File: src/rtl/bin_to_bcd_seq_if.sv
// ============================================================================
// Module   : bin_to_bcd_seq_if
// Brief    : Start/done handshake and result bus for the sequential BCD converter.
// Revision : 1.0 - initial release
// ============================================================================
`default_nettype none

interface bin_to_bcd_seq_if #(
    parameter int WIDTH  = 32,
    parameter int DIGITS = 10
);
    logic                  start;
    logic [WIDTH-1:0]      binary_in;
    logic                  busy;
    logic                  done;
    logic [4*DIGITS-1:0]   bcd_out;
    logic                  overflow;
    logic                  neg;

    modport master (
        output start, binary_in,
        input  busy, done, bcd_out, overflow, neg
    );

    modport slave (
        input  start, binary_in,
        output busy, done, bcd_out, overflow, neg
    );
endinterface

`default_nettype wire

File: src/rtl/bin_to_bcd_seq.sv
// ============================================================================
// Module   : bin_to_bcd_seq
// Brief    : Iterative double-dabble binary-to-BCD converter, one bit per clock.
//            Define BIN_TO_BCD_SIGNED_EN for two's-complement input with sign.
// Revision : 1.0 - initial release
// ============================================================================
`default_nettype none

module bin_to_bcd_seq #(
    parameter int WIDTH  = 32,
    parameter int DIGITS = 10
) (
    input  wire logic        clk,
    input  wire logic        rst_n,
    bin_to_bcd_seq_if.slave  bus
);

    localparam int                c_cnt_w    = $clog2(WIDTH + 1);
    localparam logic [c_cnt_w-1:0] c_cnt_load = c_cnt_w'(WIDTH);
    localparam logic [c_cnt_w-1:0] c_cnt_one  = c_cnt_w'(1);

    typedef enum logic [1:0] {
        S_IDLE  = 2'd0,
        S_SHIFT = 2'd1,
        S_DONE  = 2'd2
    } state_t;

    state_t                 r_state;
    logic [WIDTH-1:0]       r_shift;
    logic [4*DIGITS-1:0]    r_scratch;
    logic                   r_ovf_s;
    logic [c_cnt_w-1:0]     r_cnt;
    logic                   r_busy;
    logic                   r_done;
    logic [4*DIGITS-1:0]    r_bcd;
    logic                   r_ovf;

    logic [WIDTH-1:0]            w_mag;
    logic [4*DIGITS-1:0]         w_adj;
    logic [4*DIGITS+WIDTH-1:0]   w_pair_sh;

`ifdef BIN_TO_BCD_SIGNED_EN
    logic r_neg_s;
    logic r_neg;
    logic w_neg_in;

    // Negating the most negative value wraps to itself, which read unsigned is 2^(WIDTH-1).
    assign w_neg_in = bus.binary_in[WIDTH-1];
    assign w_mag    = w_neg_in ? (WIDTH'(0) - bus.binary_in) : bus.binary_in;
    assign bus.neg  = r_neg;
`else
    assign w_mag    = bus.binary_in;
    assign bus.neg  = 1'b0;
`endif

    for (genvar k = 0; k < DIGITS; k++) begin : g_digit
        assign w_adj[4*k +: 4] = (r_scratch[4*k +: 4] >= 4'd5) ? (r_scratch[4*k +: 4] + 4'd3)
                                                               : r_scratch[4*k +: 4];
    end

    // The top adjusted bit is the one shifted out; losing it means the value exceeded DIGITS.
    assign w_pair_sh = {w_adj[4*DIGITS-2:0], r_shift, 1'b0};

    always_ff @(posedge clk or negedge rst_n) begin
        if (!rst_n) begin
            r_state   <= S_IDLE;
            r_shift   <= '0;
            r_scratch <= '0;
            r_ovf_s   <= 1'b0;
            r_cnt     <= '0;
            r_busy    <= 1'b0;
            r_done    <= 1'b0;
            r_bcd     <= '0;
            r_ovf     <= 1'b0;
`ifdef BIN_TO_BCD_SIGNED_EN
            r_neg_s   <= 1'b0;
            r_neg     <= 1'b0;
`endif
        end else begin
            r_done <= 1'b0;
            case (r_state)
                S_IDLE: begin
                    if (bus.start) begin
                        r_shift   <= w_mag;
                        r_scratch <= '0;
                        r_ovf_s   <= 1'b0;
                        r_cnt     <= c_cnt_load;
                        r_busy    <= 1'b1;
                        r_state   <= S_SHIFT;
`ifdef BIN_TO_BCD_SIGNED_EN
                        r_neg_s   <= w_neg_in;
`endif
                    end
                end
                S_SHIFT: begin
                    {r_scratch, r_shift} <= w_pair_sh;
                    if (w_adj[4*DIGITS-1]) begin
                        r_ovf_s <= 1'b1;
                    end
                    r_cnt <= r_cnt - c_cnt_one;
                    if (r_cnt == c_cnt_one) begin
                        r_state <= S_DONE;
                    end
                end
                S_DONE: begin
                    r_bcd   <= r_scratch;
                    r_ovf   <= r_ovf_s;
                    r_done  <= 1'b1;
                    r_busy  <= 1'b0;
                    r_state <= S_IDLE;
`ifdef BIN_TO_BCD_SIGNED_EN
                    r_neg   <= r_neg_s;
`endif
                end
                default: begin
                    r_state <= S_IDLE;
                    r_busy  <= 1'b0;
                end
            endcase
        end
    end

    assign bus.busy     = r_busy;
    assign bus.done     = r_done;
    assign bus.bcd_out  = r_bcd;
    assign bus.overflow = r_ovf;

endmodule

`default_nettype wire

File: src/flat_wrapper.sv
// flat-port wrapper written by rule: the top's interface ports become plain ports
module bin_to_bcd_seq_flat 
#(
    parameter int WIDTH  = 32,
    parameter int DIGITS = 10
)
  (clk, rst_n, bus_start, bus_binary_in, bus_busy, bus_done, bus_bcd_out, bus_overflow, bus_neg);
  bin_to_bcd_seq_if #(.WIDTH(WIDTH), .DIGITS(DIGITS)) bus_i ();
  input  wire logic clk;
  input  wire logic rst_n;
  input wire logic [$bits(bus_i.start)-1:0] bus_start;
  input wire logic [$bits(bus_i.binary_in)-1:0] bus_binary_in;
  output wire logic [$bits(bus_i.busy)-1:0] bus_busy;
  output wire logic [$bits(bus_i.done)-1:0] bus_done;
  output wire logic [$bits(bus_i.bcd_out)-1:0] bus_bcd_out;
  output wire logic [$bits(bus_i.overflow)-1:0] bus_overflow;
  output wire logic [$bits(bus_i.neg)-1:0] bus_neg;
  assign bus_i.start = bus_start;
  assign bus_i.binary_in = bus_binary_in;
  assign bus_busy = bus_i.busy;
  assign bus_done = bus_i.done;
  assign bus_bcd_out = bus_i.bcd_out;
  assign bus_overflow = bus_i.overflow;
  assign bus_neg = bus_i.neg;
  bin_to_bcd_seq #(.WIDTH(WIDTH), .DIGITS(DIGITS)) u_core (.clk(clk), .rst_n(rst_n), .bus(bus_i));
endmodule
File: config.mk
export PLATFORM = sky130hd
export DESIGN_NAME = bin_to_bcd_seq_flat
export DESIGN_NICKNAME = d
export VERILOG_FILES = /design/src/rtl/bin_to_bcd_seq_if.sv /design/src/rtl/bin_to_bcd_seq.sv /design/src/flat_wrapper.sv
export SDC_FILE = /design/constraint.sdc
export NUM_CORES = 1
export LEC_CHECK = 0
export ABC_AREA = 1
export CORE_AREA = 2 2 99 101
export CTS_CLUSTER_SIZE = 12
export DETAILED_ROUTE_END_ITERATION = 16
export DIE_AREA = 0 0 101 103
export DONT_BUFFER_PORTS = 1
export HOLD_SLACK_MARGIN = 0.08
export PLACE_DENSITY = 0.78
export SLEW_MARGIN = 10
export SYNTH_ARGS = -nofsm -noshare
export SYNTH_HDL_FRONTEND = slang
export SYNTH_SLANG_ARGS = --single-unit
File: constraint.sdc
create_clock -name clk -period 2.6 [get_ports clk]
set_input_delay 0.52 -clock clk [delete_from_list [all_inputs] [get_ports clk]]
set_output_delay 0.52 -clock clk [all_outputs]
set_load 0.02 [all_outputs]
==> results.toml, run 1 <==
[layout]
drive_gt1_share_pct = 10.2
finalNetCount = 737
fillers = 716
n_antenna_cell = 0
area_growth_pct = 10.5

[global_route]
overflow = 0
grt_max_degree = 125
grt_pass1_wl_um = 19600
grt_pass1_vias = 4326
grt.total_usage_pct = 24.1
antenna_found_initial = 0

[synthesis]
yosys_warnings = 0
synth-adder-area-share_pct = 4.66
syn-cell-area_um2 = 5910
synth_cells = 684
synth_compound_gate_area_share_pct = 12.4
syn-num-nets = 741
synth_mux_area_share_pct = 0
synth_top_family_by_area = "simple AND/OR/NAND/NOR gates"
synth_xor_area_share_pct = 0
yosys.area_share.simple_pct = 22.8
avgSynthCellArea_um2 = 8.64
synth-seq-area-share_pct = 52.5
ys_ff_latch = 124
synth.distinct_cells = 28

[run_status]
violations = "negative hold slack"
outcome = "complete, but fails checks"

[drt]
drtIter0Drc = 206
drc = 0
via_per_inst = 5.66
firstDrtPassIters = 5
wire_per_inst_um = 14.4
vias = 4568
postRouteWirelength_um = 11600
ant_nets = 0

[setup_path]
critical_path_required_ns = 3.06
critPathArrivalTime_ns = 2.17
cp_max_fo = 21
end_kind = "flip-flop"
path_class = "reg -> reg"
start_kind = "flip-flop"

[place]
dp.final_hpwl_um = 7310
port_buffers = 0
gp_congestion = 0.826
pre_cts_ws_ns = 0.851

[sta]
fmax_mhz = 584
period_share_pct = 65.8
rsz0062_at_grt = "no"
tightest_slew_ns = 0.809
final_max_slew_viol_count = 0
min_period_ns = 1.71
post-route-worst-setup-slack_ns = 0.888
setup_tns_ns = 0
slew_headroom_pct = 46.0
final_hold_viol_count = 124
skew_ns = 0.00601
whs_ns = -0.306
setup_viol = 0

[clocking]
htreeDepth = 4
insertion_delay_ns = 0.52
cts_root_buffer = "clkbuf_8"
clockBufferDepth = 2
cts_tree = "yes"
cts.clk_slew.worst_paths_ns = 0.06
cts_sinks = 124
cts_setup_buffers = 0
post_cts_resized = 0
cts_buffers = 17

[floorplan]
rows = 36
initial_core_util_pct = 62.5
die_w_um = 101
die_y_um = 103
io_pins = 79
dieArea_um2 = 10400
coreArea_um2 = 9460

[power_and_ir_drop]
power.total_uw = 9390
power_density_nw_per_um2 = 1440
p_leak_uw = 0.00325
ir_worst_vdd_uv = 689

[flow_run]
cap_viol_max_count = 0

[min_path]
hold_class = "in -> async"
flip-flops by register name, summed over array words and instances (netlist names):
signal and cells:
u_core.r_state 2, u_core.r_cnt 6, u_core.r_ovf_s 1, u_core.bus.busy 1, u_core.r_shift 32, u_core.bus.overflow 1
u_core.r_scratch 40, u_core.bus.bcd_out 40, u_core.bus.done 1
metal layers:
metal | global-route usage (%) | share of wire, % | wire length (µm) | vias up
li1 | - | - | - | 2225
met1 | 29.8 | 44 | 5130 | 2218
met2 | 40.6 | 49 | 5730 | 105
met3 | 7.12 | 4.9 | 565 | 20
met4 | 8.63 | 1.5 | 175 | 0
met5 | 0 | 0 | 0 | -
cells by family (layout without fill, tap and decap cells):
kind of cell / count (synthesis) / count (layout)
AND/OR/NAND/NOR: 323 / 323
AO/OA/AOI/OAI: 124 / 124
flip-flops: 124 / 124
buffers and inverters: 90 / 99
adder cells (fa/ha/maj): 22 / 22
other: 1 / 1
per-stage QoR:
stage | utilization (%) | instance area (µm²) | std cells
detailed placement | 62.2 | 5880 | 775
global placement | 62.2 | 5880 | 775
global route | 69.0 | 6530 | 807
CTS | 69.0 | 6530 | 807
finish | 69.0 | 6530 | 807
floorplan | - | 5910 | 684
path summary, 6_finish.rpt:
check                                        from                     end  slack [ns]  cells after the start
worst max-delay path            u_core.r_state[0]      u_core.r_shift[28]        0.89                      5
max in group asynchronous                   rst_n  u_core.bus.bcd_out[35]        2.75                      0
worst max register to register  u_core.r_state[0]      u_core.r_shift[28]        0.89                      5
min in group clk                 bus_binary_in[0]       u_core.r_shift[0]        0.13                      2
worst min register to register  u_core.r_shift[0]       u_core.r_shift[0]        0.47                      2
worst min-delay path                        rst_n  u_core.bus.bcd_out[12]       -0.31                      0
cells in the mapped netlist (all sizes together):
cell,count,area (µm²)
buf,22,186
nand2,215,853
nor2,52,198
inv,62,240
o22ai,17,125
ha,22,275
or2,1,6.26
o211ai,9,67.6
conb,1,3.75
clkbuf,6,22.5
a21oi,3,18.8
nand4,11,68.8
a22oi,1,7.51
dfrtp,124,3100
nand3,44,220
o21ai,94,515
cell usage in the layout (no fill, tap or decap):
| master | instances |
|---|---|
| a21oi_1 | 2 |
| a21oi_2 | 1 |
| a22oi_1 | 1 |
| buf_4 | 5 |
| bufinv_16 | 5 |
| clkbuf_1 | 1 |
| clkbuf_16 | 16 |
| clkbuf_8 | 4 |
| clkinv_2 | 3 |
| clkinv_4 | 1 |
| clkinvlp_4 | 2 |
| conb_1 | 1 |
| dfrtp_1 | 124 |
| ha_1 | 22 |
| inv_1 | 58 |
| inv_2 | 3 |
| inv_8 | 1 |
| nand2_1 | 202 |
| nand2_2 | 12 |
| nand2_8 | 1 |
| nand3_1 | 44 |
| nand4_1 | 11 |
| nor2_1 | 51 |
| nor2_2 | 1 |
| o211ai_1 | 9 |
| o21ai_0 | 79 |
| o21ai_1 | 3 |
| o21ai_2 | 12 |
| o22ai_1 | 14 |
| o22ai_2 | 3 |
| or2_2 | 1 |
layout make-up:
type / instances / area, µm² / share of cell area [%]
clock buffer: 21 / 459 / 7.03
clock inverter: 11 / 189 / 2.89
inverter: 62 / 240 / 3.68
multi-input combinational: 470 / 2360 / 36.1
sequential: 124 / 3100 / 47.5
tap: 114 / 143 / 2.18
timing repair buffer: 5 / 37.5 / 0.575
power by group:
group          internal (µW)  switching (µW)
combinational           1180            2020
clock                   1730             835
sequential              2750             884
worst max-delay path: stages, from the launching register on:
cell	delay [ns]
dfrtp_1	0.40
nor2_1	0.15
nand2_2	0.31
inv_1	0.55
nand2_1	0.11
nand3_1	0.11
No activity file was read; power rests on OpenSTA's default activity.
==> run 2, diff against run 1 <==
--- a/config.mk
+++ b/config.mk
@@ -6,13 +6,13 @@
 export NUM_CORES = 1
 export LEC_CHECK = 0
 export ABC_AREA = 1
-export CORE_AREA = 2 2 99 101
+export CORE_AREA = 2 2 100 102
 export CTS_CLUSTER_SIZE = 12
 export DETAILED_ROUTE_END_ITERATION = 16
-export DIE_AREA = 0 0 101 103
+export DIE_AREA = 0 0 102 104
 export DONT_BUFFER_PORTS = 1
 export HOLD_SLACK_MARGIN = 0.08
-export PLACE_DENSITY = 0.78
+export PLACE_DENSITY = 0.77
 export SLEW_MARGIN = 10
 export SYNTH_ARGS = -nofsm -noshare
 export SYNTH_HDL_FRONTEND = slang
==> constraint.sdc (replaced) <==
create_clock -name clk -period 1.66 [get_ports clk]
set_input_delay 0.332 -clock clk [delete_from_list [all_inputs] [get_ports clk]]
set_output_delay 0.332 -clock clk [all_outputs]
set_load 0.02 [all_outputs]
==> results.toml, run 2 (synthesis results as in run 1) <==
[layout]
post-route-cell-area_um2 = 6930
layout_common_cells = "nand2_1 (202), dfrtp_1 (124), o21ai_0 (79)"
final_common_cell = "nand2_1"
finalNetCount = 772
drive_gt1_share_pct = 10.0
n_antenna_cell = 0
fin_util_pct = 72.5
area_growth_pct = 17.1

[clocking]
cts_hold_buf = 33
cts_tree = "yes"
post_cts_resized = 0
htreeDepth = 4
cts_buffers = 17
cts_sinks = 124
cts.clk_slew.worst_paths_ns = 0.06
clockBufferDepth = 2
insertion_delay_ns = 0.52
cts_setup_buffers = 0
cts_root_buffer = "clkbuf_8"

[place]
port_buffers = 0
pre_cts_ws_ns = 0.177
dpl_cell_area_um2 = 5950
dp.final_hpwl_um = 7480
gp_congestion = 0.794

[global_route]
grt.total_usage_pct = 24.7
gr-max-usage-layer = "met2"
grt_pass1_wl_um = 20900
antenna_found_initial = 0
grtUsageMet2_pct = 42.3
grt_pass1_vias = 4568
grt_max_degree = 125
use_met3_pct = 6.65
met1_usage_pct = 30.9
overflow = 0

[floorplan]
coreArea_um2 = 9550
initial_core_util_pct = 61.9
rows = 36
dieArea_um2 = 10600
io_pins = 79
die_y_um = 104
die_w_um = 102

[setup_path]
cp_max_fo = 26
start_kind = "flip-flop"
r2r_start = "u_core.r_state[1]"
path_class = "reg -> reg"
end_kind = "flip-flop"
crit_buf_inv = 3
crit_chain = "inv_2 -> nand2_2 -> inv_2 -> buf_12 -> nand2_1 -> o21ai_0"
startpoint = "u_core.r_state[1]"
cpLargestDelayFamily = "buffers and inverters"
r2r_end = "u_core.r_scratch[2]"
critical_path_required_ns = 2.09
max_stage_delay_ns = 0.38
endpoint = "u_core.r_scratch[2]"
critical-path-slowest-cell = "dfrtp_1"
critPathArrivalTime_ns = 1.92
worstRegToRegCells = 6
path_common_cell = "inv_2"
crit_cells = 6
rrSetupSlack_ns = 0.18

[flow_run]
cap_viol_max_count = 0

[drt]
vias = 4657
firstDrtPassIters = 5
via_per_inst = 5.41
drc = 0
drtIter0Drc = 285
ant_nets = 0
wire_per_inst_um = 14.1
postRouteWirelength_um = 12200

[sta]
min_period_ns = 1.48
rsz0062_at_grt = "no"
setup_viol = 0
period_share_pct = 89.3
post-route-worst-setup-slack_ns = 0.177
final_max_slew_viol_count = 0
fmax_mhz = 674
whs_ns = -0.498
setup_tns_ns = 0
skew_ns = 0.00605
final_hold_viol_count = 124

[power_and_ir_drop]
ir_worst_vdd_uv = 1370
p_leak_uw = 0.00341
power_density_nw_per_um2 = 2160
power.total_uw = 14900

[run_status]
outcome = "complete, but fails checks"
violations = "negative hold slack"

[min_path]
hold_class = "in -> async"
==> run 2: where the power goes <==
part	internal, µW	switching, µW
registers	4310	1390
logic	1970	3250
clock network	2700	1310
==> run 2: worst min-delay path by stage <==
stage | from | end | slack, ns | depth (start not counted)
after global routing | rst_n | u_core.bus.bcd_out[24] | -0.52 | 0
final | rst_n | u_core.bus.bcd_out[23] | -0.50 | 0
after floorplan | rst_n | u_core.bus.bcd_out[0] | 0.04 | 0
after global placement | rst_n | u_core.bus.bcd_out[12] | 0.04 | 0
after CTS | rst_n | u_core.bus.bcd_out[13] | -0.50 | 0
after detailed placement | rst_n | u_core.bus.bcd_out[12] | 0.04 | 0
==> run 2: area by class of cell <==
cell class                 instances  area (µm²)
inverter                          62         240
clock buffer                      21         459
timing repair buffer              40         408
multi-input combinational        470        2360
fill                             740        2620
tap                              133         166
sequential                       124        3100
clock inverter                    11         189
==> run 2: metrics by stage <==
stage / hold WS [ns] / std cells
6_report: -0.498 / 861
4_1_cts: -0.503 / 861
2_1_floorplan: 0.0364 / 684
3_5_place_dp: 0.0403 / 796
5_1_grt: -0.516 / 861
3_3_place_gp: 0.0401 / 796
==> run 2: routing by layer <==
layer	up-vias	part of all wire [%]
met5	-	0
met4	0	0.97
met3	14	5.0
met2	110	52
met1	2247	42
li1	2286	-
